<file path="src/rtl/aimc_lib.sv">
// Shared definitions for the AIMC clocking blocks: PLL bring-up sequencer
// state encoding and its default timing constants.
package aimc_lib;

  typedef enum logic [2:0] {
    IDLE,
    PLL_RST,
    WAIT_LOCK,
    STABLE,
    GATE,
    READY,
    RETRY,
    FAIL
  } pll_seq_state_t;

  localparam int unsigned PLL_SEQ_RST_CYCLES    = 64;
  localparam int unsigned PLL_SEQ_LOCK_TIMEOUT  = 65535;
  localparam int unsigned PLL_SEQ_STABLE_CYCLES = 256;

endpackage

</file>
<file path="src/rtl/sync_2ff.sv">
// Two-flop synchroniser for asynchronous level inputs; clears to 0 on reset.
module sync_2ff (
  input  logic clk,
  input  logic rst,
  input  logic d,
  output logic q
);

  logic meta;

  always_ff @(posedge clk or posedge rst) begin
    if (rst) begin
      meta <= 1'b0;
      q    <= 1'b0;
    end else begin
      meta <= d;
      q    <= meta;
    end
  end

endmodule

</file>
<file path="src/rtl/xiphy_pll_seq.sv">
// XIPHY PLL bring-up sequencer: MMCM lock -> PLL reset -> lock qualify ->
// CLKOUTPHY gate -> PHY reset release, with bounded retries and lock monitoring.
module xiphy_pll_seq
  import aimc_lib::*;
#(
  parameter int unsigned RST_CYCLES    = PLL_SEQ_RST_CYCLES,
  parameter int unsigned LOCK_TIMEOUT  = PLL_SEQ_LOCK_TIMEOUT,
  parameter int unsigned STABLE_CYCLES = PLL_SEQ_STABLE_CYCLES,
  parameter int unsigned GATE_CYCLES   = 16,
  parameter int unsigned MAX_RETRY     = 3,
  parameter int unsigned CNT_W         = 16
) (
  input  logic                           clk_div,
  input  logic                           rst_div,
  input  logic                           mmcm_lock,
  input  logic                           pll_lock,
  input  logic                           recal_req,
  output logic                           pll_rst,
  output logic                           pll_gate,
  output logic                           phy_rst,
  output logic                           phy_ready,
  output logic                           seq_fail,
  output logic [$clog2(MAX_RETRY+1)-1:0] retry_cnt,
  output logic [2:0]                     seq_state
);

  localparam int unsigned RW = $clog2(MAX_RETRY + 1);

  localparam logic [CNT_W-1:0] RST_LAST    = CNT_W'(RST_CYCLES - 1);
  localparam logic [CNT_W-1:0] LOCK_LAST   = CNT_W'(LOCK_TIMEOUT - 1);
  localparam logic [CNT_W-1:0] STABLE_LAST = CNT_W'(STABLE_CYCLES - 1);
  localparam logic [CNT_W-1:0] GATE_LAST   = CNT_W'(GATE_CYCLES - 1);
  localparam logic [RW-1:0]    RETRY_MAX   = RW'(MAX_RETRY);

  logic ml_s;
  logic pl_s;

  pll_seq_state_t   state_q;
  pll_seq_state_t   state_nx;
  logic [CNT_W-1:0] timer_q;
  logic [RW-1:0]    retry_q;
  logic [RW-1:0]    retry_nx;

  sync_2ff u_sync_mmcm (
    .clk (clk_div),
    .rst (rst_div),
    .d   (mmcm_lock),
    .q   (ml_s)
  );

  sync_2ff u_sync_pll (
    .clk (clk_div),
    .rst (rst_div),
    .d   (pll_lock),
    .q   (pl_s)
  );

  always_comb begin
    state_nx = state_q;
    retry_nx = retry_q;
    case (state_q)
      IDLE: begin
        if (ml_s) state_nx = PLL_RST;
      end
      PLL_RST: begin
        if (timer_q == RST_LAST) state_nx = WAIT_LOCK;
      end
      WAIT_LOCK: begin
        if (pl_s) begin
          state_nx = STABLE;
        end else if (timer_q == LOCK_LAST) begin
          state_nx = RETRY;
          retry_nx = (retry_q == RETRY_MAX) ? retry_q : retry_q + 1'b1;
        end
      end
      STABLE: begin
        if (!pl_s) state_nx = WAIT_LOCK;
        else if (timer_q == STABLE_LAST) state_nx = GATE;
      end
      GATE: begin
        if (timer_q == GATE_LAST) state_nx = READY;
      end
      READY: begin
        // Lock loss takes priority over a concurrent recalibration request.
        if (!pl_s) begin
          state_nx = RETRY;
          retry_nx = (retry_q == RETRY_MAX) ? retry_q : retry_q + 1'b1;
        end else if (recal_req) begin
          state_nx = PLL_RST;
          retry_nx = '0;
        end
      end
      RETRY: begin
        state_nx = (retry_q == RETRY_MAX) ? FAIL : PLL_RST;
      end
      FAIL: begin
        if (recal_req) begin
          state_nx = PLL_RST;
          retry_nx = '0;
        end
      end
      default: state_nx = IDLE;
    endcase

    // MMCM loss aborts any active bring-up without touching the retry count.
    if (!ml_s && state_q != IDLE && state_q != FAIL) begin
      state_nx = IDLE;
      retry_nx = retry_q;
    end
  end

  always_ff @(posedge clk_div or posedge rst_div) begin
    if (rst_div) begin
      state_q   <= IDLE;
      timer_q   <= '0;
      retry_q   <= '0;
      pll_rst   <= 1'b1;
      pll_gate  <= 1'b0;
      phy_rst   <= 1'b1;
      phy_ready <= 1'b0;
      seq_fail  <= 1'b0;
    end else begin
      state_q <= state_nx;
      retry_q <= retry_nx;
      if (state_nx != state_q) timer_q <= '0;
      else if (timer_q != '1)  timer_q <= timer_q + 1'b1;
      // Outputs decode the next state so they switch together with state_q.
      pll_rst   <= (state_nx == IDLE) || (state_nx == PLL_RST) || (state_nx == FAIL);
      pll_gate  <= (state_nx == GATE) || (state_nx == READY);
      phy_rst   <= (state_nx != READY);
      phy_ready <= (state_nx == READY);
      seq_fail  <= (state_nx == FAIL);
    end
  end

  assign retry_cnt = retry_q;
  assign seq_state = state_q;

endmodule

</file>
<file path="config.mk">
export PLATFORM = sky130hd
export DESIGN_NAME = xiphy_pll_seq
export DESIGN_NICKNAME = d
export VERILOG_FILES = /design/src/rtl/aimc_lib.sv /design/src/rtl/sync_2ff.sv /design/src/rtl/xiphy_pll_seq.sv
export SDC_FILE = /design/constraint.sdc
export NUM_CORES = 1
export LEC_CHECK = 0
export BUFFER_PORTS_ARGS = -buffer_cell sky130_fd_sc_hd__buf_2
export CELL_PAD_IN_SITES_DETAIL_PLACEMENT = 0
export CELL_PAD_IN_SITES_GLOBAL_PLACEMENT = 2
export CORE_MARGIN = 1.5
export CORE_UTILIZATION = 33
export DETAILED_ROUTE_END_ITERATION = 8
export MAX_ROUTING_LAYER = met4
export PLACE_DENSITY_LB_ADDON = 0.25
export RECOVER_POWER = 25
export SLEW_MARGIN = 10
export SYNTH_ARGS = -nofsm -noshare
export SYNTH_HDL_FRONTEND = slang
export SYNTH_SLANG_ARGS = --single-unit
</file>
<file path="constraint.sdc">
create_clock -name clk_div -period 3.4 [get_ports clk_div]
set_input_delay 0.51 -clock clk_div [delete_from_list [all_inputs] [get_ports clk_div]]
set_output_delay 0.51 -clock clk_div [all_outputs]
set_load 0.03 [all_outputs]
</file>
==> out/summary.md <==
* finished, violations left — result of the run
* capacitance limit, slew limit — violations in the final reports
* 0 — DRC errors left
* 195 — net count of the mapped netlist
* sky130_fd_sc_hd__dfrtp_1 — dominant synthesized flop cell
* timer_q[4] — endpoint of the worst setup timing path
* 0.46 ns — max incr delay on CP
* 1521 — vias in the first global route
* 0.0400 — met3 Track Usage GR
* 0 — number of antenna violations at the first check in global routing
* 0 — antenna-violating nets left
* 0.29 ns — Clock Latency Late Sink
* 0 — final hold violations
* sky130_fd_sc_hd__dfrtp_1 — most common cell in the netlist
* met2 — GRT Max-Usage Layer
* 30 — CTS sink count
* 2.48 ns — post-route minimum period
* 10.8% — signed area change from the synthesized netlist to the final layout
* 7 — number of cells on the critical path
* 0.251 — global routing met2 resource utilization
* 5.49 — Via-to-Cell Ratio
* false — RSZ-0062 raised after global routing
* compound AO/OA/AOI/OAI gates — family with the most delay on the worst path
* ha_1 -> and4_2 -> and2_1 -> a31oi_1 -> o22ai_1 -> a211o_2 -> a2111oi_2 — critical path, cell by cell
* 0 — number of flops mapped to enable cells by yosys
* 30 — number of register bits inferred by synthesis
* 5240 um2 — core region area
* 1505 — number of vias in the routed layout
* 6020 um2 — die area
* 0.835 nW — Leak
* 0 — Synth Warn #
* 16 — Crit Path Max Fanout
* 31 — largest net degree at the start of global routing
* sky130_fd_sc_hd__clkbuf_8 — root buf cell
* 1 — number of max-cap violations
* -0.0821 — Max-Slew Margin vs Limit
* sky130_fd_sc_hd__dfrtp_1 (38%), sky130_fd_sc_hd__nor3_2 (5.5%), sky130_fd_sc_hd__xor2_1 (3.3%) — Area contributors post-synth
* 0.07 ns — clock transition at the registers of the reported paths
* 7.22 mm — wire length of the first global-routing pass
* 188 — gate count after technology mapping
* 0 — number of instances resized during post-cts repair
* sky130_fd_sc_hd__dfrtp_1 — Synth area leader
* 2.96 mm — HPWL reported at the end of detailed placement
* 0.158 mV — Max VDD drop
* 0 — buffers and inverters on the worst path
* 404 MHz — FMAX
* 0.925 ns — pre-CTS setup slack
* 0.797 — routability-driven placement congestion ratio
* 0.193 — met1 Usage GRT
* 15 — number of top-level pins
* 14.9 um — drt wl/cell
* 0 — hold_buf cts
* 0.92 ns — minimum setup slack among reg-to-reg paths
* 0.388 — final core area utilization
* 2 — buffers from clock root to sink, at most
* sky130_fd_sc_hd__dfrtp_1 (28), sky130_fd_sc_hd__nand2_1 (16), sky130_fd_sc_hd__nor2_1 (15), sky130_fd_sc_hd__nor3_2 (10) — most instantiated cells after synthesis
* 9.76 um2 — mean cell area of the mapped netlist
* 77.6 um — horizontal die dimension
* 0.255 — share of cells above drive strength 1
* register — kind of capture point of the worst setup path
* 26 — Rows
* timer_q[0] — Crit Reg-Reg Startpoint
* timer_q[0] — start point of the critical path
* 1.62 ns — Slew @ Worst Pin
* 0 — postcts setup bufs
* 0.00604 ns — Clock Skews
* done — TritonCTS clock tree
* 1840 um2 — summed instance area of the synthesized netlist
* 0 — total gr overflow
* 14 — count of port buffers added during placement
* timer_q[4] — reg2reg end
* 0.000735 W — overall power of the completed layout
* 4 — First-pass DRT Iterations
* 0 — count of inserted antenna diode cells
* 4.09 mm — WL final
* 77.6 um — die span in y
* 0 ns — total negative slack for setup checks
* 3.58 ns — required time of the critical path
* reg -> reg — start-to-end type of the worst setup path
* 111 — number of DRC markers in iteration 0
* 31 — final slew viol count
* sky130_fd_sc_hd__a211o_2 — master of the slowest instance on the critical path
* 5 — number of buffers created by CTS
* 0.350 — starting utilization of the core area
* 1.00 — async set-or-reset flop fraction in the synthesized netlist
* 0.157 — overall routing resource usage
* 2.65 ns — data arrival time of the critical path
* 210 — Total Nets Final
* 0.382 — top cell type's share of synthesized area
* 361 nW/um2 — cell area power density
* 2 — level count of the clock H-tree
* 7 — worst r2r path cells
* 0.729 — Final Cycle Share
* 0.922 ns — min setup slack post-route
* 0.410 — register area share after synthesis
* in -> reg — class of the worst hold path
* 0.330 ns — final worst hold slack
* 0 — number of setup violations in the final report
* 55 — number of different library cells in the post-synthesis netlist
* register — CP Launch Type
[flip-flops by register name, indices dropped and copies added (netlist names)]
signal and cells:
retry_cnt 2, u_sync_pll.meta 1, u_sync_pll.q 1, phy_rst 1, pll_rst 1, u_sync_mmcm.meta 1
pll_gate 1, seq_state 3, seq_fail 1, phy_ready 1, u_sync_mmcm.q 1, timer_q 16
[layer usage]
| layer | share of wire | vias up |
|---|---|---|
| met5 | 0 | - |
| met2 | 0.49 | 41 |
| met1 | 0.45 | 740 |
| met3 | 0.046 | 5 |
| li1 | - | 719 |
| met4 | 0.014 | 0 |
[report_power, final]
| group | total, W | switching [W] | internal, W |
|---|---|---|---|
| Combinational | 0.0000605 | 0.0000412 | 0.0000193 |
| Clock | 0.000297 | 0.000134 | 0.000163 |
| Sequential | 0.000377 | 0.0000131 | 0.000364 |
[cell usage in the layout, fill, tap and decap left out, drive strengths merged, types with 2 or more instances in the layout]
| master | count |
|---|---|
| buf | 14 |
| clkbuf | 8 |
| and2 | 6 |
| nor4 | 3 |
| nor2 | 16 |
| a21oi | 2 |
| o31ai | 3 |
| o221ai | 2 |
| nand2b | 4 |
| a211o | 2 |
| or3 | 2 |
| nor3 | 16 |
| nand3 | 8 |
| and3 | 5 |
| xor2 | 7 |
| xnor2 | 3 |
| or2 | 2 |
| ha | 2 |
| dfrtp | 28 |
| or4 | 2 |
| nand2 | 16 |
| dfstp | 2 |
| o21ai | 4 |
| mux2i | 3 |
| inv | 9 |
| and4 | 2 |
| nor3b | 2 |
| a211oi | 2 |
| nand4 | 8 |
| a31oi | 4 |
| a2111oi | 2 |
[logic make-up after synthesis]
logic type	Yosys count	share of synthesized area
buf+inv	16	0.0477
mux	3	0.0164
flops	30	0.410
fa+ha+maj	2	0.0136
xor+xnor	10	0.0477
compound gates	32	0.146
simple gates	95	0.318
[how the worst min path moves through the flow]
| stage | start | end | slack (ns) | cells after the start |
|---|---|---|---|---|
| 6_report | pll_lock | u_sync_pll.meta | 0.33 | 1 |
| 5_1_grt | mmcm_lock | u_sync_mmcm.meta | 0.31 | 1 |
| 4_1_cts | rst_div | timer_q[11] | 0.32 | 3 |
| 3_5_place_dp | u_sync_pll.meta | u_sync_pll.q | 0.34 | 0 |
| 3_3_place_gp | u_sync_mmcm.meta | u_sync_mmcm.q | 0.33 | 0 |
| 2_1_floorplan | u_sync_mmcm.meta | u_sync_mmcm.q | 0.33 | 0 |
[stage by stage]
step,instances,instance area (um2)
floorplan,188,1840
global placement,266,1950
detailed placement,266,1950
CTS,274,2040
global route,274,2030
finish,274,2030
[layout make-up]
type | count | area [um2]
flip-flops and latches | 30 | 753
clock buffers | 7 | 86.3
clock inverters | 1 | 5.00
fillers | 545 | 3200
well taps | 70 | 87.6
multi-input cells | 142 | 995
repair buffers | 15 | 73.8
inverters | 9 | 33.8
(Power assumes the default switching activity.)
